<file path="src/rtl/matriz_controlador_if.sv">
// Host command, matrix RAM and matrix ALU signals of the coprocessor sequencer.
// master: the sequencer side; slave: host/RAM/ALU side.
interface matriz_controlador_if #(
  parameter int AW = 8
);
  logic          cmd_valid;
  logic          cmd_ready;
  logic [3:0]    cmd_opcode;
  logic [7:0]    cmd_scalar;
  logic [AW-1:0] cmd_addr_a;
  logic [AW-1:0] cmd_addr_b;
  logic [AW-1:0] cmd_addr_r;

  logic [AW-1:0] mem_addr;
  logic          mem_we;
  logic [39:0]   mem_wdata;
  logic [39:0]   mem_rdata;

  logic [3:0]    alu_opcode;
  logic [7:0]    alu_scalar;
  logic [199:0]  alu_matriz_a;
  logic [199:0]  alu_matriz_b;
  logic          alu_start;
  logic          alu_done;
  logic [199:0]  alu_result;

  logic          busy;
  logic          op_done;
  logic          op_error;

  modport master (
    input  cmd_valid, cmd_opcode, cmd_scalar, cmd_addr_a, cmd_addr_b, cmd_addr_r,
    input  mem_rdata, alu_done, alu_result,
    output cmd_ready, mem_addr, mem_we, mem_wdata,
    output alu_opcode, alu_scalar, alu_matriz_a, alu_matriz_b, alu_start,
    output busy, op_done, op_error
  );

  modport slave (
    output cmd_valid, cmd_opcode, cmd_scalar, cmd_addr_a, cmd_addr_b, cmd_addr_r,
    output mem_rdata, alu_done, alu_result,
    input  cmd_ready, mem_addr, mem_we, mem_wdata,
    input  alu_opcode, alu_scalar, alu_matriz_a, alu_matriz_b, alu_start,
    input  busy, op_done, op_error
  );
endinterface

</file>
<file path="src/rtl/matriz_controlador.sv">
// Matrix coprocessor command sequencer: reads operands row by row from RAM,
// runs the ALU start/done handshake and writes the 5x5 result back.
//
// state    | meaning
// IDLE     | ready for a host command
// READ_A   | fetch 5 rows of A (6 cycles, 1-cycle RAM latency)
// READ_B   | fetch 5 rows of B (binary opcodes only)
// WAIT_ALU | alu_start held, waiting for alu_done or timeout
// WRITE    | store 5 result rows at addr_r
// CLEAR    | start low, wait for the ALU to drop done
// FINISH   | op_done pulse
// ERR      | op_error pulse (illegal opcode or timeout)
module matriz_controlador #(
  parameter int AW      = 8,
  parameter int TIMEOUT = 255
) (
  input  logic                 clk,
  input  logic                 reset,
  matriz_controlador_if.master bus
);

  typedef enum logic [2:0] {
    IDLE, READ_A, READ_B, WAIT_ALU, WRITE, CLEAR, FINISH, ERR
  } state_t;

  localparam logic [15:0] TMR_INIT = 16'(TIMEOUT - 1);

  state_t        state_q, state_d;
  logic [2:0]    row_q;
  logic [2:0]    prev_row;
  logic [15:0]   tmr_q;
  logic          timed_out_q;
  logic [3:0]    opcode_q;
  logic [7:0]    scalar_q;
  logic [AW-1:0] addr_a_q, addr_b_q, addr_r_q;
  logic [199:0]  mat_a_q, mat_b_q, res_q;
  logic          accept;

  function automatic logic is_legal(input logic [3:0] op);
    case (op)
      4'b0011, 4'b0100, 4'b0101, 4'b0110, 4'b0111, 4'b1000, 4'b1011: is_legal = 1'b1;
      default:                                                        is_legal = 1'b0;
    endcase
  endfunction

  function automatic logic is_binary(input logic [3:0] op);
    is_binary = (op == 4'b0011) || (op == 4'b0100) || (op == 4'b0101);
  endfunction

  assign accept   = bus.cmd_valid && (state_q == IDLE);
  assign prev_row = row_q - 3'd1;

  assign bus.cmd_ready    = (state_q == IDLE);
  assign bus.busy         = (state_q != IDLE);
  assign bus.op_done      = (state_q == FINISH);
  assign bus.op_error     = (state_q == ERR);
  assign bus.alu_start    = (state_q == WAIT_ALU);
  assign bus.alu_opcode   = opcode_q;
  assign bus.alu_scalar   = scalar_q;
  assign bus.alu_matriz_a = mat_a_q;
  assign bus.alu_matriz_b = mat_b_q;

  // State register
  always_ff @(posedge clk or posedge reset) begin
    if (reset) state_q <= IDLE;
    else       state_q <= state_d;
  end

  // Next state and RAM-side outputs
  always_comb begin
    state_d       = state_q;
    bus.mem_addr  = '0;
    bus.mem_we    = 1'b0;
    bus.mem_wdata = '0;
    case (state_q)
      IDLE: begin
        if (accept) state_d = is_legal(bus.cmd_opcode) ? READ_A : ERR;
      end
      READ_A: begin
        if (row_q < 3'd5) bus.mem_addr = addr_a_q + AW'(row_q);
        else              state_d = is_binary(opcode_q) ? READ_B : WAIT_ALU;
      end
      READ_B: begin
        if (row_q < 3'd5) bus.mem_addr = addr_b_q + AW'(row_q);
        else              state_d = WAIT_ALU;
      end
      WAIT_ALU: begin
        if (bus.alu_done)        state_d = WRITE;
        else if (tmr_q == 16'd0) state_d = CLEAR;
      end
      WRITE: begin
        bus.mem_we    = 1'b1;
        bus.mem_addr  = addr_r_q + AW'(row_q);
        bus.mem_wdata = res_q[row_q*40 +: 40];
        if (row_q == 3'd4) state_d = CLEAR;
      end
      CLEAR: begin
        // A done that never clears is bounded by the same timer and reported as an error.
        if (!bus.alu_done)       state_d = timed_out_q ? ERR : FINISH;
        else if (tmr_q == 16'd0) state_d = ERR;
      end
      FINISH:  state_d = IDLE;
      ERR:     state_d = IDLE;
      default: state_d = IDLE;
    endcase
  end

  // Row index, down-counting timeout timer and the timeout flag
  always_ff @(posedge clk or posedge reset) begin
    if (reset) begin
      row_q       <= '0;
      tmr_q       <= '0;
      timed_out_q <= 1'b0;
    end else begin
      if (state_d != state_q)
        row_q <= '0;
      else if (state_q == READ_A || state_q == READ_B || state_q == WRITE)
        row_q <= row_q + 3'd1;

      if (state_d != state_q)  tmr_q <= TMR_INIT;
      else if (tmr_q != 16'd0) tmr_q <= tmr_q - 16'd1;

      if (accept)
        timed_out_q <= 1'b0;
      else if (state_q == WAIT_ALU && state_d == CLEAR)
        timed_out_q <= 1'b1;
    end
  end

  // Command latch, operand capture and result latch
  always_ff @(posedge clk or posedge reset) begin
    if (reset) begin
      opcode_q <= '0;
      scalar_q <= '0;
      addr_a_q <= '0;
      addr_b_q <= '0;
      addr_r_q <= '0;
      mat_a_q  <= '0;
      mat_b_q  <= '0;
      res_q    <= '0;
    end else begin
      if (accept) begin
        opcode_q <= bus.cmd_opcode;
        scalar_q <= bus.cmd_scalar;
        addr_a_q <= bus.cmd_addr_a;
        addr_b_q <= bus.cmd_addr_b;
        addr_r_q <= bus.cmd_addr_r;
        mat_a_q  <= '0;
        mat_b_q  <= '0;
      end
      if (state_q == READ_A && row_q != 3'd0) mat_a_q[prev_row*40 +: 40] <= bus.mem_rdata;
      if (state_q == READ_B && row_q != 3'd0) mat_b_q[prev_row*40 +: 40] <= bus.mem_rdata;
      if (state_q == WAIT_ALU && bus.alu_done) res_q <= bus.alu_result;
    end
  end

endmodule
</file>
<file path="src/flat_wrapper.sv">
// flat-port wrapper written by rule: the top's interface ports become plain ports
module matriz_controlador_flat 
#(
  parameter int AW      = 8,
  parameter int TIMEOUT = 255
)
  (clk, reset, bus_cmd_valid, bus_cmd_opcode, bus_cmd_scalar, bus_cmd_addr_a, bus_cmd_addr_b, bus_cmd_addr_r, bus_mem_rdata, bus_alu_done, bus_alu_result, bus_cmd_ready, bus_mem_addr, bus_mem_we, bus_mem_wdata, bus_alu_opcode, bus_alu_scalar, bus_alu_matriz_a, bus_alu_matriz_b, bus_alu_start, bus_busy, bus_op_done, bus_op_error);
  matriz_controlador_if #(.AW(AW)) bus_i ();
  input  logic clk;
  input  logic reset;
  input wire logic [$bits(bus_i.cmd_valid)-1:0] bus_cmd_valid;
  input wire logic [$bits(bus_i.cmd_opcode)-1:0] bus_cmd_opcode;
  input wire logic [$bits(bus_i.cmd_scalar)-1:0] bus_cmd_scalar;
  input wire logic [$bits(bus_i.cmd_addr_a)-1:0] bus_cmd_addr_a;
  input wire logic [$bits(bus_i.cmd_addr_b)-1:0] bus_cmd_addr_b;
  input wire logic [$bits(bus_i.cmd_addr_r)-1:0] bus_cmd_addr_r;
  input wire logic [$bits(bus_i.mem_rdata)-1:0] bus_mem_rdata;
  input wire logic [$bits(bus_i.alu_done)-1:0] bus_alu_done;
  input wire logic [$bits(bus_i.alu_result)-1:0] bus_alu_result;
  output wire logic [$bits(bus_i.cmd_ready)-1:0] bus_cmd_ready;
  output wire logic [$bits(bus_i.mem_addr)-1:0] bus_mem_addr;
  output wire logic [$bits(bus_i.mem_we)-1:0] bus_mem_we;
  output wire logic [$bits(bus_i.mem_wdata)-1:0] bus_mem_wdata;
  output wire logic [$bits(bus_i.alu_opcode)-1:0] bus_alu_opcode;
  output wire logic [$bits(bus_i.alu_scalar)-1:0] bus_alu_scalar;
  output wire logic [$bits(bus_i.alu_matriz_a)-1:0] bus_alu_matriz_a;
  output wire logic [$bits(bus_i.alu_matriz_b)-1:0] bus_alu_matriz_b;
  output wire logic [$bits(bus_i.alu_start)-1:0] bus_alu_start;
  output wire logic [$bits(bus_i.busy)-1:0] bus_busy;
  output wire logic [$bits(bus_i.op_done)-1:0] bus_op_done;
  output wire logic [$bits(bus_i.op_error)-1:0] bus_op_error;
  assign bus_i.cmd_valid = bus_cmd_valid;
  assign bus_i.cmd_opcode = bus_cmd_opcode;
  assign bus_i.cmd_scalar = bus_cmd_scalar;
  assign bus_i.cmd_addr_a = bus_cmd_addr_a;
  assign bus_i.cmd_addr_b = bus_cmd_addr_b;
  assign bus_i.cmd_addr_r = bus_cmd_addr_r;
  assign bus_i.mem_rdata = bus_mem_rdata;
  assign bus_i.alu_done = bus_alu_done;
  assign bus_i.alu_result = bus_alu_result;
  assign bus_cmd_ready = bus_i.cmd_ready;
  assign bus_mem_addr = bus_i.mem_addr;
  assign bus_mem_we = bus_i.mem_we;
  assign bus_mem_wdata = bus_i.mem_wdata;
  assign bus_alu_opcode = bus_i.alu_opcode;
  assign bus_alu_scalar = bus_i.alu_scalar;
  assign bus_alu_matriz_a = bus_i.alu_matriz_a;
  assign bus_alu_matriz_b = bus_i.alu_matriz_b;
  assign bus_alu_start = bus_i.alu_start;
  assign bus_busy = bus_i.busy;
  assign bus_op_done = bus_i.op_done;
  assign bus_op_error = bus_i.op_error;
  matriz_controlador #(.AW(AW), .TIMEOUT(TIMEOUT)) u_core (.clk(clk), .reset(reset), .bus(bus_i));
endmodule
</file>
<file path="config.mk">
export PLATFORM = sky130hd
export DESIGN_NAME = matriz_controlador_flat
export DESIGN_NICKNAME = d
export VERILOG_FILES = /design/src/rtl/matriz_controlador_if.sv /design/src/rtl/matriz_controlador.sv /design/src/flat_wrapper.sv
export SDC_FILE = /design/constraint.sdc
export NUM_CORES = 1
export LEC_CHECK = 0
export CORE_AREA = 2 2 293 295
export CTS_CLUSTER_DIAMETER = 120
export CTS_CLUSTER_SIZE = 28
export DETAILED_ROUTE_END_ITERATION = 16
export DIE_AREA = 0 0 295 297
export PLACE_DENSITY_LB_ADDON = 0.1
export SYNTH_ARGS = -nofsm -noshare
export SYNTH_HDL_FRONTEND = slang
export SYNTH_SLANG_ARGS = --single-unit
</file>
<file path="constraint.sdc">
create_clock -name clk -period 21.2 [get_ports clk]
set_input_delay 4.24 -clock clk [delete_from_list [all_inputs] [get_ports clk]]
set_output_delay 4.24 -clock clk [all_outputs]
set_load 0.005 [all_outputs]
</file>
==> Implementation_results.wiki <==
{| class="wikitable"
! Metric !! Value
|-
| # DRC || 0
|-
| Main flop type after synthesis || sky130_fd_sc_hd__dfrtp_1
|-
| Final std cells w/o fill || 4647
|-
| Critical Path Most Common Cell || sky130_fd_sc_hd__nor2_1
|-
| Routed WL per cell || between 20 and 30 um
|-
| Placement Cell Area || 40000 um^2
|-
| Unrepaired setup endpoints after global routing || no
|-
| Drt initial violations || 1928
|-
| Nets in the synthesized netlist || 3159
|-
| I/O Pins || roughly 750
|-
| Crit path largest cell delay || 800 ps
|-
| Hold-fix buffer count after cts || 0
|-
| Final weighted congestion of routability-driven global placement || approximately 0.95
|-
| Cell area after technology mapping || 31500 um^2
|-
| Avg Synthesized Cell Area || 11.0 um^2
|-
| Main area contributors after synthesis || sky130_fd_sc_hd__dfrtp_1, sky130_fd_sc_hd__mux2i_1, sky130_fd_sc_hd__mux2_2
|-
| Result of the run || finished, final reports clean
|-
| Layout area overhead || 29.6%
|-
| Final-stage net count || ~3.8k
|-
| Largest net degree at the start of global routing || 95
|-
| Post-route setup TNS || 0 ps
|-
| Path type of the worst min-delay path || reg2reg
|-
| Sort of element at the end of the critical path || output port
|-
| Final setup skew || 35.1 ps
|-
| Post-layout instance area || 40900 um^2
|-
| Minimum period implied by the final worst setup slack || roughly 8500 ps
|-
| PwrDens || around 120 nW/um^2
|-
| Number of flops mapped to enable cells by yosys || 0
|-
| Num CTS Buffers || 29
|-
| Remaining antenna violation count || 0
|-
| DRT Pass-1 Iters || 6
|-
| First-pass GRT wire length || 176000 um
|-
| Leakage || 17.1 nW
|-
| Number of instances in the placed design || 4594
|-
| Number of buffers inserted to repair setup after CTS || 0
|-
| Normalized max-slew margin || 18.0%
|-
| DRT Wirelength || 121000 um
|-
| Grt total ovfl || 0
|-
| Port Buffers || 745
|-
| Core region area || 84500 um^2
|-
| Htree depth || 1
|-
| Critical path buffers and inverters || 3
|-
| Final hold violations || 0
|-
| Largest area contributor in the netlist || sky130_fd_sc_hd__dfrtp_1
|-
| Cell chosen for the clock root || sky130_fd_sc_hd__clkbuf_16
|-
| Least-Margin Pin Slew || about 1200 ps
|-
| Slowest-stage cell, CP || sky130_fd_sc_hd__buf_4
|-
| Pins Over Slew Limit || 0
|-
| Via count of the first global-routing pass || ~26k
|-
| DIE AREA || just under 90000 um^2
|-
| Clk sink count || 659
|-
| Category of the most critical setup path || reg2out
|-
| Die X || roughly 300 um
|-
| Fraction of layout cells with a size suffix above 1 || 11.8%
|-
| Commonest cells in the synthesized netlist || sky130_fd_sc_hd__dfrtp_1, sky130_fd_sc_hd__nand2_1, sky130_fd_sc_hd__mux2i_1, sky130_fd_sc_hd__mux2_2, sky130_fd_sc_hd__clkbuf_1
|-
| Critical path required time || 16960 ps
|-
| Share of flip-flops with an asynchronous set or reset after synthesis || 100%
|-
| Max-cap violations || 0
|-
| Via count || between 20k and 30k
|-
| Total of cells resized after clock tree synthesis || 0
|-
| Initial Util || 37.3%
|-
| Dominant cell by count in the synthesized netlist || sky130_fd_sc_hd__dfrtp_1
|-
| Seq/Total Area, Yosys || 52.3%
|-
| Setup-failing EPs final || 0
|-
| CP max FO || 73
|-
| Number of synthesis warnings || 0
|-
| Top cell type's share of synthesized area || 52.3%
|-
| PnR Total Power || around 5.0 mW
|-
| Fin crit share || between 40% and 50%
|-
| Antenna violations before repair || 19
|-
| VDD IR max || between 0.0001 and 0.00015 V
|-
| Post-detail-place hpwl || 92000 um
|-
| Maximum root-to-sink buffer count || 3
|-
| Clock tree from TritonCTS || built
|-
| Unique cell type count in the Yosys netlist || 66
|-
| Maximum clock frequency || ~120 MHz
|-
| Clock network latency to the later pin of the worst-skew pair || 650 ps
|-
| Synthesis-stage register bit count || 659
|-
| Floorplan row count || 107
|-
| Synthesized instance count || 2855
|-
| Kind of launch point of the worst setup path || flop
|-
| Largest delay share family, worst path || buffers and inverters
|-
| Clock input transition at the sequential cells of the worst setup and hold paths || around 120 ps
|-
| Chip height || 297 um
|-
| Data arrival time of the critical path || 4260 ps
|-
| Global-route usage over all layers || 26.8%
|-
| List of cells traversed by the critical path || buf_4 > buf_4 > nor2_1 > nor2_1 > nor2_1 > a221o_1 > clkdlybuf4s50_1
|-
| Via-per-instance ratio || 5.41
|}
## worst reg2reg max path, cell delays in order (launching register included)
cell	delay, ps
sky130_fd_sc_hd__dfrtp_4	690
sky130_fd_sc_hd__buf_4	630
sky130_fd_sc_hd__buf_4	800
sky130_fd_sc_hd__inv_1	130
sky130_fd_sc_hd__buf_4	270
sky130_fd_sc_hd__ha_1	280
sky130_fd_sc_hd__xor2_1	170
sky130_fd_sc_hd__ha_1	480
sky130_fd_sc_hd__inv_1	90
sky130_fd_sc_hd__ha_2	320
sky130_fd_sc_hd__buf_4	690
sky130_fd_sc_hd__inv_1	600
sky130_fd_sc_hd__nor2_1	1030
sky130_fd_sc_hd__a31oi_1	340
sky130_fd_sc_hd__mux2i_1	240
## area by class of cell
type                    instances  area (um^2)
clock buffers                  31          733
inverters                      19         75.1
multi-input cells            1983        14200
well taps                    1144         1430
flip-flops and latches        659        16500
clock inverters                 8         96.3
diodes                         14         35.0
repair buffers                789         7790
fillers                      7653        43600
## cell usage in the layout, fill, tap and decap left out, types with 23 or more instances in the layout
master,synthesis,final
sky130_fd_sc_hd__dfrtp_1,659,656
sky130_fd_sc_hd__mux2i_1,319,319
sky130_fd_sc_hd__nor2_1,60,60
sky130_fd_sc_hd__clkbuf_16,0,29
sky130_fd_sc_hd__clkdlybuf4s50_1,0,745
sky130_fd_sc_hd__mux4_2,49,49
sky130_fd_sc_hd__a21oi_1,100,98
sky130_fd_sc_hd__nor3_1,37,37
sky130_fd_sc_hd__nand3_1,80,80
sky130_fd_sc_hd__nand2_1,594,591
sky130_fd_sc_hd__nand2b_1,23,23
sky130_fd_sc_hd__o21ai_0,118,118
sky130_fd_sc_hd__buf_4,4,44
sky130_fd_sc_hd__a32oi_1,39,39
sky130_fd_sc_hd__a22oi_1,70,70
sky130_fd_sc_hd__mux2_2,218,218
## power by group
group | switching [mW] | internal, mW
combinational | 1.61 | 0.984
clock | 0.422 | 0.257
sequential | 0.192 | 1.55
## routing by layer
metal	routed length, um	global-route usage, %	vias up	part of all wire (%)
li1	-	-	11300	-
met3	9000	6.52	147	7.5
met5	95	0	-	0.079
met1	48400	33.9	12800	40
met2	59500	45.7	873	49
met4	3650	7.43	14	3.0
## registers in the layout (all words and copies together) (netlist names)
name and cells:
u_core.row_q 3, u_core.addr_r_q 8, u_core.bus.alu_scalar 8, u_core.bus.alu_matriz_a 200
u_core.bus.alu_opcode 4, u_core.addr_b_q 8, u_core.timed_out_q 1, u_core.state_q 3
u_core.res_q 200, u_core.addr_a_q 8, u_core.bus.alu_matriz_b 200, u_core.tmr_q 16
## worst paths after layout
kind	startpoint	to	slack [ps]	cells after the start
worst max-delay path	u_core.row_q[0]$_DFFE_PP0P_	bus_mem_addr[1]	12700	7
worst min-delay path	u_core.bus.alu_scalar[0]$_DFFE_PP0P_	u_core.bus.alu_scalar[0]$_DFFE_PP0P_	490	2
worst max register to register	u_core.row_q[0]$_DFFE_PP0P_	u_core.bus.alu_matriz_a[85]$_DFF_PP0_	14340	14
worst min register to register	u_core.bus.alu_scalar[0]$_DFFE_PP0P_	u_core.bus.alu_scalar[0]$_DFFE_PP0P_	490	2
max in group asynchronous	reset	u_core.bus.alu_matriz_a[136]$_DFF_PP0_	13440	6
min in group asynchronous	reset	u_core.bus.alu_scalar[7]$_DFFE_PP0P_	3880	2
## through the flow
| stage | utilization, % | hold slack, ps | worst slack (ps) |
|---|---|---|---|
| after floorplan | - | 452 | 7950 |
| after global placement | 47.4 | 456 | 12780 |
| after detailed placement | 47.4 | 462 | 12570 |
| after CTS | 48.4 | 489 | 12540 |
| after global routing | 48.4 | 513 | 12360 |
| final | 48.4 | 488 | 12700 |
## logic make-up after synthesis
family / count (synthesis) / synth area share (%)
DFF: 659 / 52.3
adders and majority gates: 24 / 1.02
muxes: 586 / 21.4
and+or+nand+nor: 926 / 13.2
xor gates and xnor gates: 35 / 0.972
buffers and inverters: 213 / 2.70
AOI/OAI and AO/OA: 412 / 8.46
(Power assumes the default switching activity.)
